--- src/rtl/cdb_arbiter_if.sv ---
// cdb_arbiter_if: result-return bus between the execution units, the
// common data bus arbiter, and the RS/ROB snoopers.
// The master side is the producer/consumer environment and the slave side is the arbiter.
`timescale 1ns/1ps
interface cdb_arbiter_if #(
  parameter int DATA_W = 16,
  parameter int TAG_W  = 3,
  parameter int RD_W   = 4
);
  logic              flush;
  logic              add_valid;
  logic              add_ready;
  logic [TAG_W-1:0]  add_rob_ind;
  logic [RD_W-1:0]   add_rd;
  logic [DATA_W-1:0] add_data;
  logic              mul_valid;
  logic              mul_ready;
  logic [TAG_W-1:0]  mul_rob_ind;
  logic [RD_W-1:0]   mul_rd;
  logic [DATA_W-1:0] mul_data;
  logic              cdb_valid;
  logic              cdb_src;
  logic [TAG_W-1:0]  cdb_rob_ind;
  logic [RD_W-1:0]   cdb_rd;
  logic [DATA_W-1:0] cdb_data;

  modport master (
    output flush,
    output add_valid, add_rob_ind, add_rd, add_data,
    output mul_valid, mul_rob_ind, mul_rd, mul_data,
    input  add_ready, mul_ready,
    input  cdb_valid, cdb_src, cdb_rob_ind, cdb_rd, cdb_data
  );

  modport slave (
    input  flush,
    input  add_valid, add_rob_ind, add_rd, add_data,
    input  mul_valid, mul_rob_ind, mul_rd, mul_data,
    output add_ready, mul_ready,
    output cdb_valid, cdb_src, cdb_rob_ind, cdb_rd, cdb_data
  );
endinterface

--- src/rtl/cdb_arbiter.sv ---
// cdb_arbiter: buffers add/mul execution results in per-source FIFOs,
// round-robin arbitrates between the FIFO heads, and broadcasts one result
// per cycle on the common data bus. Source index 0 = add, 1 = mul.
// Optional macro CDB_PERF_EN adds saturating broadcast/conflict counters.
`timescale 1ns/1ps
module cdb_arbiter #(
  parameter int DATA_W = 16,
  parameter int TAG_W  = 3,
  parameter int RD_W   = 4,
  parameter int DEPTH  = 2
) (
  input  logic         clk1,
  input  logic         reset,
  cdb_arbiter_if.slave bus
`ifdef CDB_PERF_EN
  ,
  output logic [15:0]  perf_add_cnt,
  output logic [15:0]  perf_mul_cnt,
  output logic [15:0]  perf_conflict_cnt
`endif
);

  localparam int ENT_W = TAG_W + RD_W + DATA_W;
  localparam int PTR_W = $clog2(DEPTH);
  localparam int CNT_W = PTR_W + 1;
  localparam logic [CNT_W-1:0] FULL_CNT = CNT_W'(DEPTH);
  localparam logic [CNT_W-1:0] CNT_ONE  = CNT_W'(1);
  localparam logic [PTR_W-1:0] PTR_ONE  = PTR_W'(1);

  logic [ENT_W-1:0] mem [2][DEPTH];
  logic [PTR_W-1:0] wr_ptr [2];
  logic [PTR_W-1:0] rd_ptr [2];
  logic [CNT_W-1:0] cnt [2];
  logic [ENT_W-1:0] in_ent [2];
  logic [1:0]       in_vld;
  logic [1:0]       ne;
  logic [1:0]       rdy;
  logic [1:0]       push;
  logic [1:0]       gnt;
  logic [1:0]       pop;
  logic             rr_ptr;
  logic             any_gnt;
  logic [ENT_W-1:0] head_p0;
  logic             vld_p1;
  logic             src_p1;
  logic [ENT_W-1:0] ent_p1;

  assign in_vld[0] = bus.add_valid;
  assign in_vld[1] = bus.mul_valid;
  assign in_ent[0] = {bus.add_rob_ind, bus.add_rd, bus.add_data};
  assign in_ent[1] = {bus.mul_rob_ind, bus.mul_rd, bus.mul_data};

  // FIFO status from registered counts; flush blocks every push
  always_comb begin
    ne   = '0;
    rdy  = '0;
    push = '0;
    for (int s = 0; s < 2; s++) begin
      ne[s]   = (cnt[s] != '0);
      rdy[s]  = (cnt[s] != FULL_CNT);
      push[s] = in_vld[s] && rdy[s] && !bus.flush;
    end
  end

  // ---- stage p0: round-robin grant over the FIFO heads
  assign gnt[0]  = ne[0] && (!ne[1] || !rr_ptr);
  assign gnt[1]  = ne[1] && (!ne[0] ||  rr_ptr);
  assign pop     = gnt & {2{!bus.flush}};
  assign any_gnt = |pop;
  assign head_p0 = gnt[1] ? mem[1][rd_ptr[1]] : mem[0][rd_ptr[0]];

  // FIFO storage; entries need no reset because count gates every read
  always_ff @(posedge clk1) begin
    for (int s = 0; s < 2; s++) begin
      if (push[s]) mem[s][wr_ptr[s]] <= in_ent[s];
    end
  end

  // FIFO pointers/counts and the round-robin pointer
  always_ff @(posedge clk1 or posedge reset) begin
    if (reset) begin
      for (int s = 0; s < 2; s++) begin
        wr_ptr[s] <= '0;
        rd_ptr[s] <= '0;
        cnt[s]    <= '0;
      end
      rr_ptr <= 1'b0;
    end else if (bus.flush) begin
      for (int s = 0; s < 2; s++) begin
        wr_ptr[s] <= '0;
        rd_ptr[s] <= '0;
        cnt[s]    <= '0;
      end
      rr_ptr <= 1'b0;
    end else begin
      for (int s = 0; s < 2; s++) begin
        if (push[s]) wr_ptr[s] <= wr_ptr[s] + PTR_ONE;
        if (pop[s])  rd_ptr[s] <= rd_ptr[s] + PTR_ONE;
        case ({push[s], pop[s]})
          2'b10:   cnt[s] <= cnt[s] + CNT_ONE;
          2'b01:   cnt[s] <= cnt[s] - CNT_ONE;
          default: cnt[s] <= cnt[s];
        endcase
      end
      // the source that lost (or was idle) gets priority next time
      if (any_gnt) rr_ptr <= pop[0];
    end
  end

  // ---- stage p1: registered broadcast; fields hold when nothing is granted
  always_ff @(posedge clk1 or posedge reset) begin
    if (reset) begin
      vld_p1 <= 1'b0;
      src_p1 <= 1'b0;
      ent_p1 <= '0;
    end else begin
      vld_p1 <= any_gnt;
      if (any_gnt) begin
        src_p1 <= pop[1];
        ent_p1 <= head_p0;
      end
    end
  end

  assign bus.add_ready = rdy[0];
  assign bus.mul_ready = rdy[1];
  assign bus.cdb_valid = vld_p1;
  assign bus.cdb_src   = src_p1;
  assign {bus.cdb_rob_ind, bus.cdb_rd, bus.cdb_data} = ent_p1;

`ifdef CDB_PERF_EN
  function automatic logic [15:0] sat_inc(input logic [15:0] v, input logic en);
    return (en && (v != 16'hFFFF)) ? v + 16'd1 : v;
  endfunction

  // saturating perf counters, cleared by reset only
  always_ff @(posedge clk1 or posedge reset) begin
    if (reset) begin
      perf_add_cnt      <= '0;
      perf_mul_cnt      <= '0;
      perf_conflict_cnt <= '0;
    end else begin
      perf_add_cnt      <= sat_inc(perf_add_cnt, pop[0]);
      perf_mul_cnt      <= sat_inc(perf_mul_cnt, pop[1]);
      perf_conflict_cnt <= sat_inc(perf_conflict_cnt, &ne);
    end
  end
`endif

endmodule

--- src/flat_wrapper.sv ---
// flat-port wrapper written by rule: the top's interface ports become plain ports
module cdb_arbiter_flat 
#(
  parameter int DATA_W = 16,
  parameter int TAG_W  = 3,
  parameter int RD_W   = 4,
  parameter int DEPTH  = 2
)
  (clk1, reset, bus_flush, bus_add_valid, bus_add_rob_ind, bus_add_rd, bus_add_data, bus_mul_valid, bus_mul_rob_ind, bus_mul_rd, bus_mul_data, bus_add_ready, bus_mul_ready, bus_cdb_valid, bus_cdb_src, bus_cdb_rob_ind, bus_cdb_rd, bus_cdb_data);
  cdb_arbiter_if #(.DATA_W(DATA_W), .TAG_W(TAG_W), .RD_W(RD_W)) bus_i ();
  input  logic clk1;
  input  logic reset;
  input wire logic [$bits(bus_i.flush)-1:0] bus_flush;
  input wire logic [$bits(bus_i.add_valid)-1:0] bus_add_valid;
  input wire logic [$bits(bus_i.add_rob_ind)-1:0] bus_add_rob_ind;
  input wire logic [$bits(bus_i.add_rd)-1:0] bus_add_rd;
  input wire logic [$bits(bus_i.add_data)-1:0] bus_add_data;
  input wire logic [$bits(bus_i.mul_valid)-1:0] bus_mul_valid;
  input wire logic [$bits(bus_i.mul_rob_ind)-1:0] bus_mul_rob_ind;
  input wire logic [$bits(bus_i.mul_rd)-1:0] bus_mul_rd;
  input wire logic [$bits(bus_i.mul_data)-1:0] bus_mul_data;
  output wire logic [$bits(bus_i.add_ready)-1:0] bus_add_ready;
  output wire logic [$bits(bus_i.mul_ready)-1:0] bus_mul_ready;
  output wire logic [$bits(bus_i.cdb_valid)-1:0] bus_cdb_valid;
  output wire logic [$bits(bus_i.cdb_src)-1:0] bus_cdb_src;
  output wire logic [$bits(bus_i.cdb_rob_ind)-1:0] bus_cdb_rob_ind;
  output wire logic [$bits(bus_i.cdb_rd)-1:0] bus_cdb_rd;
  output wire logic [$bits(bus_i.cdb_data)-1:0] bus_cdb_data;
  assign bus_i.flush = bus_flush;
  assign bus_i.add_valid = bus_add_valid;
  assign bus_i.add_rob_ind = bus_add_rob_ind;
  assign bus_i.add_rd = bus_add_rd;
  assign bus_i.add_data = bus_add_data;
  assign bus_i.mul_valid = bus_mul_valid;
  assign bus_i.mul_rob_ind = bus_mul_rob_ind;
  assign bus_i.mul_rd = bus_mul_rd;
  assign bus_i.mul_data = bus_mul_data;
  assign bus_add_ready = bus_i.add_ready;
  assign bus_mul_ready = bus_i.mul_ready;
  assign bus_cdb_valid = bus_i.cdb_valid;
  assign bus_cdb_src = bus_i.cdb_src;
  assign bus_cdb_rob_ind = bus_i.cdb_rob_ind;
  assign bus_cdb_rd = bus_i.cdb_rd;
  assign bus_cdb_data = bus_i.cdb_data;
  cdb_arbiter #(.DATA_W(DATA_W), .TAG_W(TAG_W), .RD_W(RD_W), .DEPTH(DEPTH)) u_core (.clk1(clk1), .reset(reset), .bus(bus_i));
endmodule
--- config.mk ---
export PLATFORM = sky130hd
export DESIGN_NAME = cdb_arbiter_flat
export DESIGN_NICKNAME = d
export VERILOG_FILES = /design/src/rtl/cdb_arbiter_if.sv /design/src/rtl/cdb_arbiter.sv /design/src/flat_wrapper.sv
export SDC_FILE = /design/constraint.sdc
export NUM_CORES = 1
export LEC_CHECK = 0
export BUFFER_PORTS_ARGS = -buffer_cell sky130_fd_sc_hd__buf_4
export CORE_AREA = 2 2 104 106
export CTS_CLUSTER_DIAMETER = 40
export DETAILED_ROUTE_END_ITERATION = 8
export DIE_AREA = 0 0 106 108
export HOLD_SLACK_MARGIN = 0.06
export PLACE_DENSITY = 0.7
export SETUP_SLACK_MARGIN = 0.05
export SLEW_MARGIN = 5
export SYNTH_ARGS = -nofsm -noshare
export SYNTH_HDL_FRONTEND = slang
export SYNTH_SLANG_ARGS = --single-unit
--- constraint.sdc ---
create_clock -name clk1 -period 4.7 [get_ports clk1]
set_clock_uncertainty 0.05 [all_clocks]
set_input_delay 0.705 -clock clk1 [delete_from_list [all_inputs] [get_ports clk1]]
set_output_delay 0.705 -clock clk1 [all_outputs]
set_load 0.005 [all_outputs]
==> metrics <==
outcome completed; Final Wtd Congestion approximately 0.7; Synth Flop Type edfxtp_1; Leak Pwr about 2.5 nW; nets around 420; Final Power around 3.2 mW; Reg2Reg Depth 3; critical path class reg2reg; CP max FO 26; final period utilization between 40% and 50%; CTS tree yes; setup_tns 0 ps; GR Util met3 ~5.0%; Netlist Area Pre-Place between 5000 and 6000 um^2; Slowest cell on crit path o21ai_4; largest net degree at the start of global routing 35; max-slew violations 0; vias after detailed routing between 2000 and 3000; most frequent cell after synthesis edfxtp_1; initial antenna violation count 0; critical path endpoint category flop; Routed Wire Length about 9000 um; Initial Util 49.2%; setup bufs post-CTS 0; core area about 10000 um^2; Post-DP HPWL around 5700 um; Synth top area share between 50 and 60%; post-synth cell types 30; DRC viols 0; cells after synthesis 279; VDD IR max 0.000307 V; crit-path cells o21ai_4 > mux2i_1 > mux2_4; Clock transition at path regs 60 ps; Worst Tran Pin Value 1180 ps; DR vias/cell slightly above 5; Die ar. between 10000 and 15000 um^2; Pwr Density about 520 nW/um^2; area leader, netlist edfxtp_1; Die Wd approximately 110 um; #FFs+latches synth between 100 and 150; Post-Syn Nets 330; minimum clock period 2130 ps; Die H 108 um; # IOs 78; I/O Buffers 77; GR peak layer met2; Hold Vio Cnt, Final 0; WL/cell 17.4 um; DRT iter0 DRCs about 150; clk sink count between 100 and 150; TritonCTS Buffers 17; Reg2Reg Setup Slack about 2600 ps; post-CTS sizing 0; Core Rows 37; Final setup viols 0; Slew HR a little over a fifth; drt pass-1 iters 4; CP Launch Type flop; register area share after synthesis 71.8%; GR Overflow Total 0; largest cells by area after synthesis edfxtp_1 (55%), dfrtp_1 (17%), mux2i_1 (14%); CTS Root Cell clkbuf_8; hold_buf cts 0; top post-synthesis cells by count edfxtp_1 (92), mux2i_1 (70), dfrtp_1 (34); fraction of layout cells with a size suffix above 1 between 30% and 40%; Synth async-reset ratio a little over a quarter; max cap viols 0; GRT Total Usage between 10% and 20%; RSZ-0062 raised after global routing false; met1 Resource Use GR between 20% and 30%; number of antenna diodes 0; number of global-route vias before repair 2716; Post-synth EDFFs between 90 and 100; Syn. warnings 0; clk_lat worst skew 510 ps; fmax roughly 470 MHz; crit-path max cell delay roughly 950 ps; Hold WC Path Type in2async; antenna-violating nets left 0; area grow syn2layout 24.9%; met2 Use GR 28.0%; CTS HTree Levels 4; WP data required 5040 ps; first-pass GRT wire length between 10000 and 15000 um; Mean Syn Cell Area ~18 um^2; critical path data arrival time 2470 ps; Max Buffers Root-to-Sink 2
## cell families (layout without fill, tap and decap cells)
kind of cell / after synthesis / after routing / share of synthesized area (%)
buf+inv: 16 / 118 / 2.31
flops: 126 / 126 / 71.8
xor+xnor: 5 / 5 / 0.871
compound gates: 16 / 16 / 2.31
mux: 93 / 93 / 20.3
simple gates: 23 / 23 / 2.31
## flip-flops by register name (all words and copies together), names as in the netlist
name,cells
u_core.rr_ptr,1
u_core.wr_ptr,2
u_core.ent_p1,23
u_core.mem,92
u_core.bus.cdb_valid,1
u_core.cnt,4
u_core.bus.cdb_src,1
u_core.rd_ptr,2
## area by class of cell
class / count / area [um^2]
fill: 759 / 3950
multi-input combinational: 137 / 1330
timing repair buffer: 84 / 631
clock buffer: 20 / 435
tap: 136 / 170
clock inverter: 12 / 96.3
sequential: 126 / 3610
inverter: 2 / 7.51
## report_power, final
part	switching (mW)	leakage [nW]	internal, mW
Clock	0.440	0.260	0.706
Combinational	0.248	1.00	0.394
Sequential	0.108	1.26	1.35
## through the flow
stage | instances | cell area (um^2) | hold WS [ps] | setup slack (ps) | util [%]
after detailed placement | 485 | 5750 | 456 | 2360 | 56.2
after CTS | 517 | 6280 | 274 | 2530 | 61.4
after global routing | 517 | 6280 | 300 | 2410 | 61.4
after floorplan | 279 | 5030 | 447 | 1360 | -
final | 517 | 6280 | 276 | 2570 | 61.4
after global placement | 485 | 5750 | 456 | 2400 | 56.2
## cell usage in the layout, fill, tap and decap left out, types with 2 or more instances in the layout
master	instances
inv_1	2
o211ai_1	2
o21ai_0	3
mux2i_1	70
mux2_4	17
mux2_2	6
buf_4	84
clkbuf_16	16
xor2_1	4
nand2_1	4
clkbuf_1	2
dfrtp_1	34
a21oi_1	4
nor3b_2	2
nand2b_1	2
clkinv_2	7
clkbuf_8	2
nor2_1	9
nor3_2	2
nand3b_1	2
edfxtp_1	92
clkinvlp_4	3
## worst max-delay path: cells and delay by family, from the launching register on
kind | cells | cell delay (ps)
AOI/OAI and AO/OA | 1 | 950
DFF | 1 | 480
muxes | 2 | 510
## path summary, 6_finish.rpt
path | to | startpoint
hold / removal | u_core.ent_p1[22]$_DFFE_PP0P_ | reset
min in group clk1 | u_core.mem[0][8]$_DFFE_PP_ | bus_add_data[8]
setup / recovery | u_core.ent_p1[2]$_DFFE_PP0P_ | u_core.cnt[0]$_DFFE_PP0P_
max in group asynchronous | u_core.ent_p1[1]$_DFFE_PP0P_ | reset
setup reg to reg | u_core.ent_p1[2]$_DFFE_PP0P_ | u_core.cnt[0]$_DFFE_PP0P_
hold reg to reg | u_core.ent_p1[13]$_DFFE_PP0P_ | u_core.ent_p1[13]$_DFFE_PP0P_
## routing by layer
metal,vias to the layer above,part of all wire [%]
met4,0,2.0
met5,-,0
met1,1291,43
met2,62,51
met3,11,4.2
li1,1240,-
Power figures use the tool's default switching activity.
